$ cat config.mk
export PLATFORM = sky130hd
export DESIGN_NAME = otter_mem_arbiter
export DESIGN_NICKNAME = d
export VERILOG_FILES = /design/src/rtl/otter_mem_arbiter.sv
export SDC_FILE = /design/constraint.sdc
export NUM_CORES = 1
export LEC_CHECK = 0
export BUFFER_PORTS_ARGS = -buffer_cell sky130_fd_sc_hd__buf_2
export CORE_MARGIN = 3
export CORE_UTILIZATION = 30
export DETAILED_ROUTE_END_ITERATION = 7
export HOLD_SLACK_MARGIN = 0.06
export PLACE_DENSITY = 0.62
export SLEW_MARGIN = 20
export SYNTH_ARGS = -nofsm -noshare
export SYNTH_HDL_FRONTEND = slang
export SYNTH_SLANG_ARGS = --single-unit
$ cat constraint.sdc
create_clock -name ARB_CLK -period 5.4 [get_ports ARB_CLK]
set_input_delay 1.08 -clock ARB_CLK [delete_from_list [all_inputs] [get_ports ARB_CLK]]
set_output_delay 1.08 -clock ARB_CLK [all_outputs]
set_load 0.05 [all_outputs]
$ cat src/rtl/otter_mem_arbiter.sv
// Shares the OTTER memory-hub port between instruction fetch and data load/store.
// Runs one downstream transaction at a time and has a watchdog for a hung memory.
module otter_mem_arbiter #(
   parameter int unsigned ADDR_W    = 32,
   parameter int unsigned DATA_W    = 32,
   parameter int unsigned PRIO_DATA = 1,
   parameter int unsigned TIMEOUT   = 255
) (
   input  logic                ARB_CLK,
   input  logic                ARB_RESET,
   input  logic                ARB_IREQ,
   input  logic [ADDR_W-1:0]   ARB_IADDR,
   output logic [DATA_W-1:0]   ARB_IRDATA,
   output logic                ARB_IDONE,
   input  logic                ARB_DREQ,
   input  logic                ARB_DWE,
   input  logic [DATA_W/8-1:0] ARB_DBE,
   input  logic [ADDR_W-1:0]   ARB_DADDR,
   input  logic [DATA_W-1:0]   ARB_DWDATA,
   output logic [DATA_W-1:0]   ARB_DRDATA,
   output logic                ARB_DDONE,
   output logic                ARB_STALL,
   output logic                ARB_TIMEOUT,
   output logic                MEM_REQ,
   output logic                MEM_WE,
   output logic [DATA_W/8-1:0] MEM_BE,
   output logic [ADDR_W-1:0]   MEM_ADDR,
   output logic [DATA_W-1:0]   MEM_WDATA,
   input  logic [DATA_W-1:0]   MEM_RDATA,
   input  logic                MEM_ACK
);

   localparam int unsigned BE_W    = DATA_W / 8;
   localparam int unsigned CNT_W   = (TIMEOUT > 0) ? $clog2(TIMEOUT + 1) : 1;
   localparam int unsigned WD_LAST = (TIMEOUT > 0) ? TIMEOUT - 1 : 0;

   typedef enum logic [1:0] {
      IDLE   = 2'd0,
      BUSY_I = 2'd1,
      BUSY_D = 2'd2
   } state_t;

   state_t              state_q, state_d;
   logic                mem_req_q, mem_req_d;
   logic                we_q, we_d;
   logic [BE_W-1:0]     be_q, be_d;
   logic [ADDR_W-1:0]   addr_q, addr_d;
   logic [DATA_W-1:0]   wdata_q, wdata_d;
   logic [DATA_W-1:0]   irdata_q, irdata_d;
   logic [DATA_W-1:0]   drdata_q, drdata_d;
   logic                idone_q, idone_d;
   logic                ddone_q, ddone_d;
   logic                last_d_q, last_d_d;
   logic                tmo_q, tmo_d;
   logic [CNT_W-1:0]    wdog_q, wdog_d;

   logic                ireq_v, dreq_v, pick_d, expire;

   // A requester whose DONE is high this cycle is not eligible for a new grant.
   assign ireq_v = ARB_IREQ & ~idone_q;
   assign dreq_v = ARB_DREQ & ~ddone_q;
   assign pick_d = dreq_v & (~ireq_v | (PRIO_DATA != 0) | ~last_d_q);
   assign expire = (TIMEOUT != 0) && (wdog_q == CNT_W'(WD_LAST));

   always_ff @(posedge ARB_CLK or posedge ARB_RESET) begin
      if (ARB_RESET) begin
         state_q   <= IDLE;
         mem_req_q <= 1'b0;
         we_q      <= 1'b0;
         be_q      <= '0;
         addr_q    <= '0;
         wdata_q   <= '0;
         irdata_q  <= '0;
         drdata_q  <= '0;
         idone_q   <= 1'b0;
         ddone_q   <= 1'b0;
         last_d_q  <= 1'b1;
         tmo_q     <= 1'b0;
         wdog_q    <= '0;
      end else begin
         state_q   <= state_d;
         mem_req_q <= mem_req_d;
         we_q      <= we_d;
         be_q      <= be_d;
         addr_q    <= addr_d;
         wdata_q   <= wdata_d;
         irdata_q  <= irdata_d;
         drdata_q  <= drdata_d;
         idone_q   <= idone_d;
         ddone_q   <= ddone_d;
         last_d_q  <= last_d_d;
         tmo_q     <= tmo_d;
         wdog_q    <= wdog_d;
      end
   end

   always_comb begin
      state_d  = state_q;
      we_d     = we_q;
      be_d     = be_q;
      addr_d   = addr_q;
      wdata_d  = wdata_q;
      irdata_d = irdata_q;
      drdata_d = drdata_q;
      idone_d  = 1'b0;
      ddone_d  = 1'b0;
      last_d_d = last_d_q;
      tmo_d    = tmo_q;
      wdog_d   = wdog_q;

      unique case (state_q)
         IDLE: begin
            if (ireq_v || dreq_v) begin
               last_d_d = pick_d;
               wdog_d   = '0;
               if (pick_d) begin
                  state_d = BUSY_D;
                  we_d    = ARB_DWE;
                  be_d    = ARB_DBE;
                  addr_d  = ARB_DADDR;
                  wdata_d = ARB_DWDATA;
               end else begin
                  state_d = BUSY_I;
                  we_d    = 1'b0;
                  be_d    = '1;
                  addr_d  = ARB_IADDR;
                  wdata_d = '0;
               end
            end
         end
         BUSY_I, BUSY_D: begin
            // ACK takes precedence over a simultaneous watchdog expiry.
            if (MEM_ACK) begin
               state_d = IDLE;
               if (state_q == BUSY_I) begin
                  idone_d  = 1'b1;
                  irdata_d = MEM_RDATA;
               end else begin
                  ddone_d = 1'b1;
                  if (!we_q) drdata_d = MEM_RDATA;
               end
            end else if (expire) begin
               state_d = IDLE;
               tmo_d   = 1'b1;
               if (state_q == BUSY_I) begin
                  idone_d  = 1'b1;
                  irdata_d = '1;
               end else begin
                  ddone_d  = 1'b1;
                  drdata_d = '1;
               end
            end else begin
               wdog_d = wdog_q + CNT_W'(1);
            end
         end
         default: state_d = IDLE;
      endcase

      mem_req_d = (state_d != IDLE);
   end

   assign MEM_REQ     = mem_req_q;
   assign MEM_WE      = we_q;
   assign MEM_BE      = be_q;
   assign MEM_ADDR    = addr_q;
   assign MEM_WDATA   = wdata_q;
   assign ARB_IRDATA  = irdata_q;
   assign ARB_DRDATA  = drdata_q;
   assign ARB_IDONE   = idone_q;
   assign ARB_DDONE   = ddone_q;
   assign ARB_TIMEOUT = tmo_q;
   assign ARB_STALL   = (ARB_IREQ & ~idone_q) | (ARB_DREQ & ~ddone_q);

endmodule
==> summary.md <==
| Metric | Value |
|---|---|
| Internal | `3.200 mW` |
| Switching share of total power | `49.67%` |
| Layout area overhead | `35.41%` |
| Post-DR wirelength/cell | `15.66 um` |
| Worst slack at placement | `around 2.2 ns` |
| Top cell by count, worst path | `buf_2` |
| TNS Setup | `0 ns` |
| Peak VDD IR | `0.2700 mV` |
| Yosys reg bits | `147` |
| Final antenna-violating net count | `0` |
| Crit end category | `primary output` |
| CTS Sinks | `about 150` |
| Share of layout cells above drive strength 1 | `about half` |
| Clk pwr share | `18.6%` |
| First-pass GRT wire length | `24680 um` |
| Clock Path Buffers | `2` |
| Crit. path cell count | `5` |
| DIE AREA | `22730 um2` |
| Crit. Startpoint | `ARB_DREQ` |
| # port buffers | `around 280` |
| Fin crit share | `approximately 59%` |
| Simple-Gate Fraction of Synth Area | `8.997%` |
| Post-CTS sizing | `0` |
| Critical path class | `input port to primary output` |
| Max incr delay on CP | `around 0.46 ns` |
| CP max-delay cell | `buf_4` |
| Compound-Gate Fraction of Synth Area | `between 10% and 20%` |
| CTS Hold Bufs | `0` |
| Worst hold stages | `1` |
| Final setup fails | `0` |
| Sequential Power Share | `28.9%` |
| HPWL after DPL | `11480 um` |
| Vias in the first global route | `about 4600` |
| Clock slew at the register clock pins of the worst setup and hold paths | `0.06 ns` |
| Slew @ Worst Pin | `between 0.9 and 1 ns` |
| Power Density | `747.1 nW/um2` |
| Hold wc startpoint | `ARB_TIMEOUT$_DFFE_PP0P_` |
| Max_slew headroom | `38.75%` |
| Chip Height | `150.8 um` |
| Final #Nets | `898` |
| Ports | `approximately 280` |
| Root Driver | `clkbuf_16` |
| Outcome | `complete, no violations` |
| ANT cells | `0` |
| Leading area contributor after synthesis | `dfrtp_1` |
| Req. time, crit path | `around 4.3 ns` |
| Cell Area, Synth | `~6300 um2` |
| Sw Pwr | `3.158 mW` |
| Setup Fix Bufs, Post-CTS | `0` |
| Via-per-instance ratio | `about 4.5` |
| Maxcap violations | `0` |
| Largest family of logic cells by synthesized area | `multiplexers` |
| Final RePlAce weighted congestion | `0.7352` |
| Mean Syn Cell Area | `12.99 um2` |
| CP cell instances | `buf_2 -> nand2b_2 -> buf_4 -> nand2_1 -> buf_2` |
| CTS buffer count | `17` |
| Worst min path class | `flip-flop to flip-flop` |
| F_max | `0.3147 GHz` |
| Xor-xnor portion of the synthesized cell area | `0%` |
| CP arrival | `around 2.1 ns` |
| Initial antenna violation count | `1` |
| Mux contribution to synthesized area | `between 10% and 20%` |
| Synth Area in Adders | `0.9952%` |
| Clock Skews | `0.01229 ns` |
| # DRC | `0` |
| Leak pwr | `approximately 4.3 nW` |
| Top-area cell type share of the netlist area | `58.52%` |
| Worst setup margin | `approximately 2.2 ns` |
| Sequential share of the synthesized area | `58.52%` |
| Total global-route track usage | `13.82%` |
| CTS tree | `yes` |
| Final Max Tran Viols | `0` |
| Commonest non-fill, non-tap cell in the layout | `buf_2` |
| Most frequent cells in the layout | `buf_2, dfrtp_1, nand2_1` |
| FP Rows | `52` |
| Max H-tree Level | `4` |
| Initial Utilization | `30.77%` |
| Crit-path max FO | `36` |
| Mapped Cells | `~480` |
| Crit path time final | `3.177 ns` |
| Crit Reg-Reg Startpoint | `state_q[0]$_DFF_PP0_` |
| DR vias | `4707` |
| Yosys warns | `0` |
| Unrepaired setup endpoints after global routing | `false` |
| Die W | `150.8 um` |
| GRT Residual Overflow | `0` |
| Total core area | `about 20000 um2` |
| Number of iterations in the first detailed-routing pass | `4` |
| Worst r2r path cells | `6` |
| Post-Route WL | `16260 um` |
| Detailed Route Iter0 Violations | `189` |
| Distinct cells, synth | `35` |
| Buf/Inv on CP | `3` |
| Top cells by area, synth | `dfrtp_1, mux2_4, mux2_2` |
| Family with the most delay on the worst path | `buffers and inverters` |
| Skew-Pair Late Insertion Delay | `between 0.4 and 0.5 ns` |
| Worst setup SP type | `input port` |
| Final hold violations | `0` |
| Syn Nets | `between 600 and 700` |
| Logic pwr share | `52.5%` |
| Largest net degree at the start of global routing | `about 100` |
## state kept, by name (all words and copies together) (netlist names)
name         cells
ARB_DDONE        1
ARB_DRDATA      32
ARB_IDONE        1
ARB_IRDATA      32
ARB_TIMEOUT      1
MEM_ADDR        32
MEM_BE           4
MEM_REQ          1
MEM_WDATA       32
MEM_WE           1
state_q          2
wdog_q           8
## metal layers
metal,track usage (%),up-vias,wire (um)
li1,-,2258,-
met1,17.54,2262,6894
met2,22.55,163,7927
met3,3.793,22,1119
met4,5.122,2,303
met5,0,-,13
## layout make-up
cell class                 instances  area (um2)
clock buffer                      19       442.9
clock inverter                    13       150.1
fill                            1944       11920
inverter                           9       38.79
multi-input combinational        299        2442
sequential                       147        3679
tap                              270       337.8
timing repair buffer             281        1421
## kinds of logic after synthesis
group / count (synthesis)
buffers and inverters: 38
muxes: 97
adders and majority gates: 5
and+or+nand+nor: 107
DFF: 147
AOI/OAI and AO/OA: 90
## final timing paths
check | slack (ns) | end
hold / removal | 0.47 | ARB_TIMEOUT$_DFFE_PP0P_
setup / recovery | 2.22 | ARB_STALL
hold reg to reg | 0.47 | ARB_TIMEOUT$_DFFE_PP0P_
setup reg to reg | 3.16 | wdog_q[1]$_DFFE_PP0P_
min in group asynchronous | 0.84 | MEM_ADDR[30]$_DFFE_PP0P_
max in group asynchronous | 3.31 | MEM_ADDR[1]$_DFFE_PP0P_
## power by group through the flow
stage / clock network [mW] / registers, mW / logic (mW)
6_report: 1.18 / 1.84 / 3.34
5_1_grt: 1.27 / 1.90 / 3.52
4_1_cts: 1.22 / 1.84 / 3.38
3_5_place_dp: 0 / 1.85 / 3.38
3_3_place_gp: 0 / 1.85 / 3.35
2_1_floorplan: 0 / 3.45 / 0.975
## synth_stat cells, drive strengths merged
library cell and count:
a21boi 1, a21oi 1, a221oi 1, a22o 33, a22oi 1, a31o 1, a31oi 5, and2 2
and3 3, and4 1, buf 14, clkbuf 15, dfrtp 147, ha 5, inv 9, mux2 65
mux2i 32, nand2 40, nand2b 36, nand3 8, nand3b 3, nand4 5, nor2 4, nor2b 5
o211ai 4, o21ai 36, o21bai 1, o221ai 1, o22a 4, o31ai 1
## metrics by stage
step / cells / cell area, um2 / util, % / total power [mW] / hold WS (ns)
2_1_floorplan: 484 / 6286 / - / 4.427 / 0.4871
3_3_place_gp: 1006 / 7919 / 38.76 / 5.195 / 0.4558
3_5_place_dp: 1006 / 7919 / 38.76 / 5.232 / 0.4618
4_1_cts: 1038 / 8512 / 41.66 / 6.440 / 0.4796
5_1_grt: 1038 / 8512 / 41.66 / 6.698 / 0.4920
6_report: 1038 / 8512 / 41.66 / 6.359 / 0.4705
No activity file was read; power rests on OpenSTA's default activity.
